==> src/rtl/evm_ballot_unit.sv <==
// evm_ballot_unit: voter-side ballot unit for the voting machine counter.
// Ports: clk, rst (async active-low); poll_open, ballot_issue, btn[4:0] in;
//        vo_en, vo_switch[4:0], ready_led, busy, beep, timed_out,
//        multi_press, cast_count[7:0] out (all registered).
module evm_ballot_unit #(
    parameter int STABLE_CYCLES  = 3,
    parameter int TIMEOUT_CYCLES = 16,
    parameter int BEEP_CYCLES    = 4
) (
    input  logic       clk,
    input  logic       rst,
    input  logic       poll_open,
    input  logic       ballot_issue,
    input  logic [4:0] btn,
    output logic       vo_en,
    output logic [4:0] vo_switch,
    output logic       ready_led,
    output logic       busy,
    output logic       beep,
    output logic       timed_out,
    output logic       multi_press,
    output logic [7:0] cast_count
);

    localparam int DW = $clog2(STABLE_CYCLES + 1);
    localparam int TW = $clog2(TIMEOUT_CYCLES + 1);
    localparam int BW = $clog2(BEEP_CYCLES + 1);

    localparam logic [2:0] S_IDLE     = 3'd0;
    localparam logic [2:0] S_ARMED    = 3'd1;
    localparam logic [2:0] S_DEBOUNCE = 3'd2;
    localparam logic [2:0] S_CAST     = 3'd3;
    localparam logic [2:0] S_BEEP     = 3'd4;
    localparam logic [2:0] S_RELEASE  = 3'd5;

    logic [4:0]    sync1_q;
    logic [4:0]    btn_s_q;
    logic [2:0]    state_q, state_d;
    logic [4:0]    cand_q, cand_d;
    logic [TW-1:0] timer_q, timer_d;
    logic [DW-1:0] deb_q, deb_d;
    logic [BW-1:0] bcnt_q, bcnt_d;
    logic          to_pulse;
    logic          mp_pulse;
    logic          multi;
    logic          one_hot;

    logic          vo_en_q;
    logic [4:0]    vo_switch_q;
    logic          ready_q;
    logic          busy_q;
    logic          beep_q;
    logic          timed_out_q;
    logic          multi_q;
    logic [7:0]    cast_count_q;

    // x & (x-1) is nonzero exactly when two or more bits are set.
    assign multi   = |(btn_s_q & (btn_s_q - 5'd1));
    assign one_hot = (btn_s_q != 5'd0) && !multi;

    always_comb begin
        state_d  = state_q;
        cand_d   = cand_q;
        timer_d  = timer_q;
        deb_d    = deb_q;
        bcnt_d   = bcnt_q;
        to_pulse = 1'b0;
        mp_pulse = 1'b0;
        // Closing the poll aborts any ballot in progress; a cast already
        // in its CAST cycle has been issued, so nothing is lost there.
        if (!poll_open && (state_q != S_IDLE)) begin
            state_d = S_IDLE;
            cand_d  = 5'd0;
        end else begin
            case (state_q)
                S_IDLE: begin
                    if (ballot_issue && poll_open) begin
                        state_d = S_ARMED;
                        timer_d = TW'(TIMEOUT_CYCLES);
                    end
                end
                S_ARMED: begin
                    if (one_hot) begin
                        cand_d  = btn_s_q;
                        deb_d   = DW'(STABLE_CYCLES - 1);
                        state_d = S_DEBOUNCE;
                    end else begin
                        mp_pulse = multi;
                        if (timer_q == TW'(1)) begin
                            state_d  = S_IDLE;
                            to_pulse = 1'b1;
                        end else begin
                            timer_d = timer_q - TW'(1);
                        end
                    end
                end
                S_DEBOUNCE: begin
                    // Timer is frozen here; a bounce resumes ARMED with
                    // the remaining time intact.
                    if (btn_s_q != cand_q) begin
                        state_d = S_ARMED;
                    end else if (deb_q == DW'(1)) begin
                        state_d = S_CAST;
                    end else begin
                        deb_d = deb_q - DW'(1);
                    end
                end
                S_CAST: begin
                    state_d = S_BEEP;
                    bcnt_d  = BW'(BEEP_CYCLES);
                end
                S_BEEP: begin
                    if (bcnt_q == BW'(1)) begin
                        state_d = S_RELEASE;
                    end else begin
                        bcnt_d = bcnt_q - BW'(1);
                    end
                end
                S_RELEASE: begin
                    // A held button must be let go before the next ballot.
                    if (btn_s_q == 5'd0) begin
                        state_d = S_IDLE;
                    end
                end
                default: begin
                    state_d = S_IDLE;
                end
            endcase
        end
    end

    always_ff @(posedge clk or negedge rst) begin
        if (!rst) begin
            sync1_q <= 5'd0;
            btn_s_q <= 5'd0;
            state_q <= S_IDLE;
            cand_q  <= 5'd0;
            timer_q <= '0;
            deb_q   <= '0;
            bcnt_q  <= '0;
        end else begin
            sync1_q <= btn;
            btn_s_q <= sync1_q;
            state_q <= state_d;
            cand_q  <= cand_d;
            timer_q <= timer_d;
            deb_q   <= deb_d;
            bcnt_q  <= bcnt_d;
        end
    end

    // Outputs are decoded from the next state so the registered values
    // line up with the state they describe.
    always_ff @(posedge clk or negedge rst) begin
        if (!rst) begin
            vo_en_q      <= 1'b0;
            vo_switch_q  <= 5'd0;
            ready_q      <= 1'b0;
            busy_q       <= 1'b0;
            beep_q       <= 1'b0;
            timed_out_q  <= 1'b0;
            multi_q      <= 1'b0;
            cast_count_q <= 8'd0;
        end else begin
            vo_en_q     <= poll_open;
            vo_switch_q <= (state_d == S_CAST) ? cand_d : 5'd0;
            ready_q     <= (state_d == S_ARMED) || (state_d == S_DEBOUNCE);
            busy_q      <= (state_d != S_IDLE);
            beep_q      <= (state_d == S_BEEP);
            timed_out_q <= to_pulse;
            multi_q     <= mp_pulse;
            if ((state_d == S_CAST) && (cast_count_q != 8'hFF)) begin
                cast_count_q <= cast_count_q + 8'd1;
            end
        end
    end

    assign vo_en       = vo_en_q;
    assign vo_switch   = vo_switch_q;
    assign ready_led   = ready_q;
    assign busy        = busy_q;
    assign beep        = beep_q;
    assign timed_out   = timed_out_q;
    assign multi_press = multi_q;
    assign cast_count  = cast_count_q;

endmodule

==> config.mk <==
export PLATFORM = sky130hd
export DESIGN_NAME = evm_ballot_unit
export DESIGN_NICKNAME = d
export VERILOG_FILES = /design/src/rtl/evm_ballot_unit.sv
export SDC_FILE = /design/constraint.sdc
export NUM_CORES = 1
export LEC_CHECK = 0
export ABC_AREA = 1
export CAP_MARGIN = 0
export CORE_AREA = 4 4 69 71
export CTS_CLUSTER_DIAMETER = 120
export CTS_CLUSTER_SIZE = 16
export DETAILED_ROUTE_END_ITERATION = 10
export DIE_AREA = 0 0 73 75
export GPL_TIMING_DRIVEN = 0
export HOLD_SLACK_MARGIN = 0.05
export PLACE_DENSITY = 0.78
export SETUP_SLACK_MARGIN = 0.02
export SLEW_MARGIN = 20
export SYNTH_ARGS = -nofsm -noshare
export SYNTH_HDL_FRONTEND = slang
export SYNTH_SLANG_ARGS = --single-unit
==> constraint.sdc <==
create_clock -name clk -period 1.9 [get_ports clk]
set_clock_uncertainty 0.05 [all_clocks]
set_input_delay 0.38 -clock clk [delete_from_list [all_inputs] [get_ports clk]]
set_output_delay 0.38 -clock clk [all_outputs]
set_load 0.03 [all_outputs]
Word-level counts from Yosys, hierarchy flattened. Cells that the tools add are included. Widths: inputs -> output; s select.

Add/sub/neg operators: 5. $mul: 0. Div/mod/pow operators: 0. Order comparisons: 0. Equal/unequal tests: 21. Shift-type cells: 0. Muxes and demuxes: 30. Bitwise logic cells: 2. Reduce and logical (&&, ||, !) cells: 19.

Operators by type and width (number): $mux 5 (7); $mux 3 (9); $pmux 3 s6 (1); $ne 2x2->1 const B (7); $eq 3x2->1 const B (4); $pmux 5 s2 (1); $reduce_and 5->1 (2); $sub 5x1->5 const B (2); $eq 3x1->1 const B (3); $eq 3x3->1 const B (3); $add 8x1->8 const B (1); $ne 8x8->1 const B (1); $mux 1 (7); $mux 2 (3); $pmux 3 s2 (1); $reduce_bool 2->1 (3); $reduce_bool 3->1 (2); $and 5x5->5 (1); $eq 5x1->1 const B (1); $logic_not 5->1 (1); $ne 5x5->1 (1); $reduce_bool 5->1 (1); $reduce_or 5->1 (1); $logic_and 1x1->1 (4); 9 further kinds (10).

Register bits after elaboration: 47. Latch bits: 0. RAM bits: 0. Memory bits (read-only): 0. Word-level logic and storage cells: 92. Memories kept: 0.

Depth between registers and ports, before layout. Gate-level depths: netlist of run 1.

Word-level depth: 10. Gate-level depth with buffers: 13.

Least setup slack after synthesis of run 1. OpenSTA, ideal clock, no wires.

Kind: register to register. Start point: reg cast_count_q[0] (netlist: cast_count[0]). End point: reg cast_count_q[2] (netlist: cast_count[2]). Setup time: 0.066 ns. Data arrival time: 1.469 ns. Setup slack: 0.316 ns. Cell stages (with the launch flop): 8. Path buffers: 0. Clock period less this slack: 1.584 ns. Path through: dfrtp_1 > ha_1 > nand3_1 > nor2_1 > inv_1 > nand4_1 > nand2_1 > nand2_1.

Cells in the longest elaborated chain, start to end: 2.

RTL lines: start, declared (RTL line 55) `logic [7:0] cast_count_q;`; start signal, assigned (RTL line 173) `cast_count_q <= cast_count_q + 8'd1;`; parallel branches: the longest is 2 deep, another holds $add 8x1->8.

Parallel ways; which one is timed is not known. A chain may end at the register's enable or synchronous reset.

Final worst setup path of run 1.
Start point: reg cast_count_q[6] (netlist: cast_count[6]). End point: out cast_count[6].

RTL lines: end, declared (RTL line 22) `output logic [7:0] cast_count`.

No word-level cell between the ends.

==> results of run 1 <==
-- routing by layer --
metal  vias up  wire length [µm]  global-route usage (%)
li1        871                 -                       -
met1       802              1810                    20.9
met2        37              2110                    28.7
met3         4               186                    4.54
met4         0                27                    6.35
met5         -                 0                       0
-- power by group --
group / internal (mW) / total, mW / switching (mW)
clock network: 0.392 / 0.733 / 0.341
logic: 0.424 / 1.15 / 0.727
registers: 1.22 / 1.39 / 0.169
total: 2.04 / 3.27 / 1.24
-- timing repair --
action / CTS / global route
resized for setup: 4 / 17
pin swaps: 1 / 8
hold buffers: 1 / 0
setup buffers: 1 / 3
hold endpoints to repair: 20 / 0
setup endpoints to repair: 9 / 21
-- cell usage after synthesis, types with 2 or more instances --
library cell	instances
nand2_1	71
dfrtp_1	47
inv_1	36
nor2_1	27
nand3_1	14
o21ai_0	10
ha_1	6
nand4_1	6
nor3_1	5
nor2_2	4
xor2_1	4
xnor2_1	3
a21oi_1	2
nand2_2	2
nand3b_1	2
o21ai_1	2
o22ai_1	2
-- cells by family (layout without fill, tap and decap cells) --
kind of cell    count (synthesis)  count (layout)
simple gates                  137             137
flops                          47              47
buf+inv                        37              78
compound gates                 19              19
xor+xnor                        7               7
fa+ha+maj                       6               6
-- registers in the layout (all words and copies together), names as in the netlist --
name / count
bcnt_q: 3
beep: 1
btn_s_q: 5
busy: 1
cand_q: 5
cast_count: 8
deb_q: 2
multi_press: 1
ready_led: 1
state_q: 3
sync1_q: 5
timed_out: 1
timer_q: 5
vo_en: 1
vo_switch: 5
-- worst max-delay path by stage --
stage,end,slack (ps),cells after the start,from
2_1_floorplan,cast_count[2]$_DFFE_PN0P_,320,7,cast_count[0]$_DFFE_PN0P_
3_3_place_gp,cast_count[0]$_DFFE_PN0P_,-790,1,rst
3_5_place_dp,cast_count[1]$_DFFE_PN0P_,-430,11,poll_open
4_1_cts,cast_count[3],30,1,cast_count[3]$_DFFE_PN0P_
5_1_grt,busy$_DFF_PN0_,-40,12,btn_s_q[0]$_DFF_PN0_
6_report,cast_count[6],70,1,cast_count[6]$_DFFE_PN0P_
-- through the flow --
stage	setup TNS (ps)	util [%]	instances	worst slack, ps	hold slack, ps
after global placement	-43150	59.3	332	-787	282
after detailed placement	-6100	59.7	333	-428	285
final	0	64.4	346	66.4	304
after CTS	0	62.7	343	27.1	306
after floorplan	0	-	253	316	34.4
after global routing	-92.7	64.4	346	-35.9	324
-- cell type report --
cell class | instances | area, µm²
fill | 356 | 1510
sequential | 47 | 1180
multi-input combinational | 169 | 896
timing repair buffer | 33 | 335
inverter | 37 | 139
clock buffer | 5 | 68.8
tap | 52 | 65.1
clock inverter | 3 | 43.8
==> tab_implementation.tex, run 1 <==
\begin{tabular}{lr}
\hline
Metric & Value \\
\hline
\multicolumn{2}{l}{\textbf{Outcome}} \\
Run status & completed \\
\multicolumn{2}{l}{\textbf{Route}} \\
Total number of vias & 1,714 \\
Number of remaining DRC errors & 0 \\
Average vias per placed instance & 4.95 \\
Count of nets left with antenna violations after detail routing & 0 \\
Initial DRC Count & 68 \\
First-pass detailed-route iteration total & 4 \\
Total wire length & 4.14 mm \\
Wire per inst & 12.0 µm \\
\multicolumn{2}{l}{\textbf{Finish}} \\
Number of antenna cells inserted & 0 \\
Final design area excluding fillers & 2730 µm² \\
Most frequent cells in the layout & 68 x nand2\_1, 45 x dfrtp\_1, 35 x inv\_1 \\
P\&R area growth vs syn & 25.3\% \\
Most common cell after layout, fill and taps aside & nand2\_1 \\
Total number of nets in the final design & 308 \\
Layout cells sized above 1 & 12.6\% \\
\multicolumn{2}{l}{\textbf{Synth}} \\
Synthesized net count & 268 \\
Post-Synth XOR/XNOR Area & 2.82\% \\
Number of enable flip-flop cells after synthesis & 0 \\
Ys async rst share & 100\% \\
Gate Count Post-Synth & 253 \\
Count of different cell masters after synthesis & 27 \\
Number of synthesized register bits & 47 \\
Cell type with the highest aggregate area in the netlist & dfrtp\_1 \\
Multiplexer area fraction after synthesis & 0\% \\
Combinational family with the most area after synthesis & simple AND/OR/NAND/NOR gates \\
Top cell type's share of synthesized area & 54.1\% \\
Post-Synthesis Mean Instance Area & 8.60 µm² \\
Post-synthesis adder-cell area fraction & 3.45\% \\
Flip-flop cell with the highest count after synthesis & dfrtp\_1 \\
Sequential area share after synthesis & 54.1\% \\
Top area cells in the synthesized netlist & dfrtp\_1 54\%, nand2\_1 12\%, inv\_1 6.2\% \\
Compound-gate portion of the synthesized area & 5.23\% \\
Warnings, synthesis & 0 \\
Simple-gate share of the synthesized area & 28.1\% \\
Cell area after synthesis & 2180 µm² \\
\multicolumn{2}{l}{\textbf{Setup path}} \\
Launch point of the worst reg-to-reg path & btn\_s\_q[0]\$\_DFF\_PN0\_ \\
Buf/Inv on CP & 1 \\
R2R Setup Slk & 100 ps \\
CP Capture Type & output port \\
Class of the most critical setup path & reg2out \\
Worst reg2reg path depth & 12 \\
Element type at the critical path start & flop \\
Required time of the worst setup path & 1470 ps \\
Kind of cell adding the most delay to the critical path & buffers and inverters \\
Slowest cell on crit path & clkdlybuf4s50\_1 \\
Terminus of the critical flop-to-flop path & cast\_count[1]\$\_DFFE\_PN0P\_ \\
CP peak stage delay & 690 ps \\
CP Data Arrival Time & 1400 ps \\
Maximum fanout count along the critical path & 4 \\
Crit-path cells & clkdlybuf4s50\_1 \\
\multicolumn{2}{l}{\textbf{Global route}} \\
Wire length of the first global-routing pass & 7.20 mm \\
Via count of the first global-routing pass & 1,686 \\
Largest net degree at the start of global routing & 28 \\
Total routing resource utilization after global routing & 17.0\% \\
Initial antenna violation count & 0 \\
Total congestion overflow after global routing & 0 \\
\multicolumn{2}{l}{\textbf{Run}} \\
Number of max-cap violations & 0 \\
\multicolumn{2}{l}{\textbf{Placement}} \\
RePlAce Congestion & 0.842 \\
Post-DP Area & 2530 µm² \\
Half-perimeter wire length of the detailed placement result & 2.90 mm \\
PortBufs & 27 \\
\multicolumn{2}{l}{\textbf{Power and ir drop}} \\
Pwr per Cell Area & 1200 nW/µm² \\
Worst supply voltage drop on vdd & 0.000725 V \\
Pleak & 1.46 nW \\
Sum of internal, switching and leakage power & 3.27 mW \\
\multicolumn{2}{l}{\textbf{STA}} \\
Final Cycle Share & 96.5\% \\
FMAX & 0.545 GHz \\
Least-Margin Pin Slew & 482 ps \\
Max-slew headroom & 67.9\% \\
Setup repair after global routing missed its margin & true \\
Hold violation total from the final report & 0 \\
Crit path time final & 1830 ps \\
Setup violators final & 0 \\
Max-slew violations & 0 \\
\multicolumn{2}{l}{\textbf{Clocking}} \\
Clock insertion delay at the later pin of the skew report & 300 ps \\
Num Clock Sinks & 47 \\
Number of buffers on the longest clock path & 2 \\
Level count of the clock H-tree & 2 \\
Clock transition time at the flip-flop clock pins of the worst setup and hold paths & 90 ps \\
TritonCTS clock tree & built \\
Cell at the root of the clock tree & clkbuf\_8 \\
Number of clock buffers inserted by TritonCTS & 5 \\
\multicolumn{2}{l}{\textbf{Floorplan}} \\
Overall die width & 73 µm \\
Overall die area & 5480 µm² \\
Std cell rows & 24 \\
Die Height & 75 µm \\
I/O Pins & 28 \\
Initial core utilization & 51.4\% \\
Core area & 4230 µm² \\
\multicolumn{2}{l}{\textbf{Hold path}} \\
Beginning of the worst hold path & sync1\_q[4]\$\_DFF\_PN0\_ \\
Worst Hold Class & reg2reg \\
Cell depth of the worst hold path & 0 \\
Worst hold path endpoint & btn\_s\_q[4]\$\_DFF\_PN0\_ \\
\hline
\end{tabular}
Power figures use the tool's default switching activity.
==> run 2: changes to the inputs <==
--- a/config.mk
+++ b/config.mk
@@ -7,14 +7,15 @@
 export LEC_CHECK = 0
 export ABC_AREA = 1
 export CAP_MARGIN = 0
-export CORE_AREA = 4 4 69 71
+export CORE_AREA = 4 4 99 101
 export CTS_CLUSTER_DIAMETER = 120
 export CTS_CLUSTER_SIZE = 16
 export DETAILED_ROUTE_END_ITERATION = 10
-export DIE_AREA = 0 0 73 75
+export DIE_AREA = 0 0 103 105
+export DONT_BUFFER_PORTS = 1
 export GPL_TIMING_DRIVEN = 0
 export HOLD_SLACK_MARGIN = 0.05
-export PLACE_DENSITY = 0.78
+export PLACE_DENSITY = 0.4
 export SETUP_SLACK_MARGIN = 0.02
 export SLEW_MARGIN = 20
 export SYNTH_ARGS = -nofsm -noshare
==> run 2 against run 1 <==
Register-to-register slack gained 50 ps; global-route usage shrank 7.8 points; wire length grew 7.7%; flip-flop and latch count is the same; final cell count grew 11%; critical path type is now reg2reg; critical endpoint is now cast_count[6]$_DFFE_PN0P_.
==> tab_implementation.tex, run 2 (synthesized netlist as in run 1, its figures left out) <==
\begin{tabular}{lr}
\hline
Metric & Value \\
\hline
\multicolumn{2}{l}{\textbf{Outcome}} \\
Run status & completed \\
\multicolumn{2}{l}{\textbf{Global route}} \\
Total routing resource utilization after global routing & 9.12\% \\
Wire length of the first global-routing pass & 7.74 mm \\
Largest net degree at the start of global routing & 48 \\
Via count of the first global-routing pass & 1,573 \\
Total congestion overflow after global routing & 0 \\
Initial antenna violation count & 0 \\
\multicolumn{2}{l}{\textbf{Setup path}} \\
R2R Setup Slk & 150 ps \\
CP Capture Type & flop \\
Required time of the worst setup path & 2060 ps \\
Element type at the critical path start & flop \\
CP Data Arrival Time & 1910 ps \\
Launch point of the worst reg-to-reg path & btn\_s\_q[0]\$\_DFF\_PN0\_ \\
Terminus of the critical flop-to-flop path & cast\_count[6]\$\_DFFE\_PN0P\_ \\
CP peak stage delay & 460 ps \\
Crit-path cells & nor2\_4 -> nand2\_1 -> nand2\_1 -> nand2\_1 -> inv\_2 -> nand3\_4 -> a21oi\_4 -> buf\_4 -> nand4\_1 -> nand2\_1 -> nand2\_1 \\
Maximum fanout count along the critical path & 9 \\
Class of the most critical setup path & reg2reg \\
Worst reg2reg path depth & 11 \\
Slowest cell on crit path & dfrtp\_2 \\
Cell occurring most often along the worst timing path & nand2\_1 \\
\multicolumn{2}{l}{\textbf{Route}} \\
Average vias per placed instance & 4.21 \\
First-pass detailed-route iteration total & 4 \\
Number of remaining DRC errors & 0 \\
Total wire length & 4.46 mm \\
Total number of vias & 1,621 \\
Wire per inst & 11.6 µm \\
Initial DRC Count & 49 \\
Count of nets left with antenna violations after detail routing & 0 \\
\multicolumn{2}{l}{\textbf{Power and ir drop}} \\
Sequential fraction of design power & 47.7\% \\
Pleak & 1.31 nW \\
Power share of the combinational group & 31.7\% \\
Cell Int Power & 1.90 mW \\
Clock power share & 20.6\% \\
Fraction of power spent switching nets & 39.8\% \\
Reported net switching power & 1.26 mW \\
Pwr per Cell Area & 1200 nW/µm² \\
Worst supply voltage drop on vdd & 0.000420 V \\
\multicolumn{2}{l}{\textbf{Hold path}} \\
Beginning of the worst hold path & poll\_open \\
Worst Hold Class & in2reg \\
Worst hold path endpoint & timed\_out\$\_DFF\_PN0\_ \\
Cell depth of the worst hold path & 2 \\
\multicolumn{2}{l}{\textbf{Finish}} \\
Total number of nets in the final design & 288 \\
Number of antenna cells inserted & 0 \\
P\&R area growth vs syn & 21.2\% \\
Most common cell after layout, fill and taps aside & nand2\_1 \\
Final design area excluding fillers & 2640 µm² \\
Most frequent cells in the layout & 67 x nand2\_1, 37 x dfrtp\_1, 34 x inv\_1 \\
Filler cells & 977 \\
Layout cells sized above 1 & 17.9\% \\
Max reg flops & 8 \\
\multicolumn{2}{l}{\textbf{STA}} \\
Worst-case setup margin in the final layout & 148 ps \\
Final Cycle Share & 92.2\% \\
Setup violators final & 0 \\
Setup repair after global routing missed its margin & true \\
Max-slew violations & 0 \\
FMAX & 0.571 GHz \\
Crit path time final & 1750 ps \\
Hold violation total from the final report & 0 \\
Max-slew headroom & 70.3\% \\
Least-Margin Pin Slew & 446 ps \\
\multicolumn{2}{l}{\textbf{Clocking}} \\
Clock insertion delay at the later pin of the skew report & 300 ps \\
Number of buffers on the longest clock path & 2 \\
Level count of the clock H-tree & 2 \\
Clock transition time at the flip-flop clock pins of the worst setup and hold paths & 100 ps \\
Num Clock Sinks & 47 \\
Cell at the root of the clock tree & clkbuf\_8 \\
TritonCTS clock tree & built \\
Number of clock buffers inserted by TritonCTS & 5 \\
\multicolumn{2}{l}{\textbf{Floorplan}} \\
Core area & 9020 µm² \\
Die Height & 105 µm \\
Initial core utilization & 24.1\% \\
Overall die width & 103 µm \\
Overall die area & 10,800 µm² \\
I/O Pins & 28 \\
Std cell rows & 35 \\
\multicolumn{2}{l}{\textbf{Placement}} \\
Post-DP Area & 2310 µm² \\
RePlAce Congestion & 0.708 \\
PortBufs & 0 \\
Worst slack at placement & -122 ps \\
Half-perimeter wire length of the detailed placement result & 3.13 mm \\
\multicolumn{2}{l}{\textbf{Run}} \\
Number of max-cap violations & 0 \\
\hline
\end{tabular}
## run 2: changes by cell type in the layout (fill, tap and decap cells not counted), moves of 2 or more
cell,previous run,this run
clkdlybuf4s50_1,19,0
dfrtp_1,45,37
dfrtp_2,2,10
dlygate4sd2_1,3,0
dlygate4sd3_1,1,7
dlymetal6s2s_1,4,0
nand2_4,1,3
nor2_1,24,22
nor2_2,6,4
nor2_4,2,6
## run 2: routing by layer
layer	GRT usage [%]	wire length [µm]
met2	13.2	1950
met4	3.05	55
met5	0	0
met3	2.94	197
met1	12.7	2260
## run 2: worst max-delay path: cells and delay by family, from the launching register on
family	cells	cell delay, ps
simple gates	8	670
flops	1	460
buf+inv	2	230
compound gates	1	250
## run 2: layout make-up
class                      count  area (µm²)  area share, %
sequential                    47        1190           45.1
multi-input combinational    169         933           35.4
timing repair buffer          13         139           5.27
inverter                      37         139           5.27
tap                          111         139           5.27
clock buffer                   6        82.6           3.13
clock inverter                 2        16.3          0.617
## run 2: what timing repair did
| item | in CTS | in global routing |
|---|---|---|
| pin swaps | 1 | 11 |
| hold buffers | 8 | 0 |
| buffers inserted | 1 | 4 |
| resized for setup | 4 | 28 |
| endpoints found under the setup margin | 13 | 18 |
| endpoints found under the hold margin | 53 | 0 |
## run 2: worst max path at each step
| stage | from | to | slack (ps) | depth (start not counted) |
|---|---|---|---|---|
| after floorplan | cast_count[0]$_DFFE_PN0P_ | cast_count[2]$_DFFE_PN0P_ | 320 | 7 |
| after global placement | state_q[0]$_DFF_PN0_ | vo_switch[4]$_DFF_PN0_ | -140 | 7 |
| after detailed placement | state_q[0]$_DFF_PN0_ | vo_switch[4]$_DFF_PN0_ | -120 | 7 |
| after CTS | btn_s_q[2]$_DFF_PN0_ | cast_count[4]$_DFFE_PN0P_ | 20 | 11 |
| after global routing | btn_s_q[0]$_DFF_PN0_ | cast_count[6]$_DFFE_PN0P_ | 0.2 | 11 |
| final | btn_s_q[0]$_DFF_PN0_ | cast_count[6]$_DFFE_PN0P_ | 150 | 11 |
## run 2: power by group through the flow
stage	Clock, mW	Combinational, mW	Sequential (mW)
detailed placement	0	0.848	1.52
floorplan	0	0.681	1.48
CTS	0.684	0.910	1.50
global route	0.737	1.18	1.55
global placement	0	0.834	1.52
finish	0.649	1.00	1.51
## run 2: metrics by stage
stage               util [%]  cells  TNS (ps)  hold WS [ps]  power [mW]
CTS                     28.1    381         0           148        3.09
floorplan                  -    253         0          34.4        2.16
detailed placement      25.7    364      -691          35.8        2.37
global placement        25.7    364      -825          35.6        2.35
finish                  29.2    385         0           158        3.16
global route            29.2    385         0           151        3.46
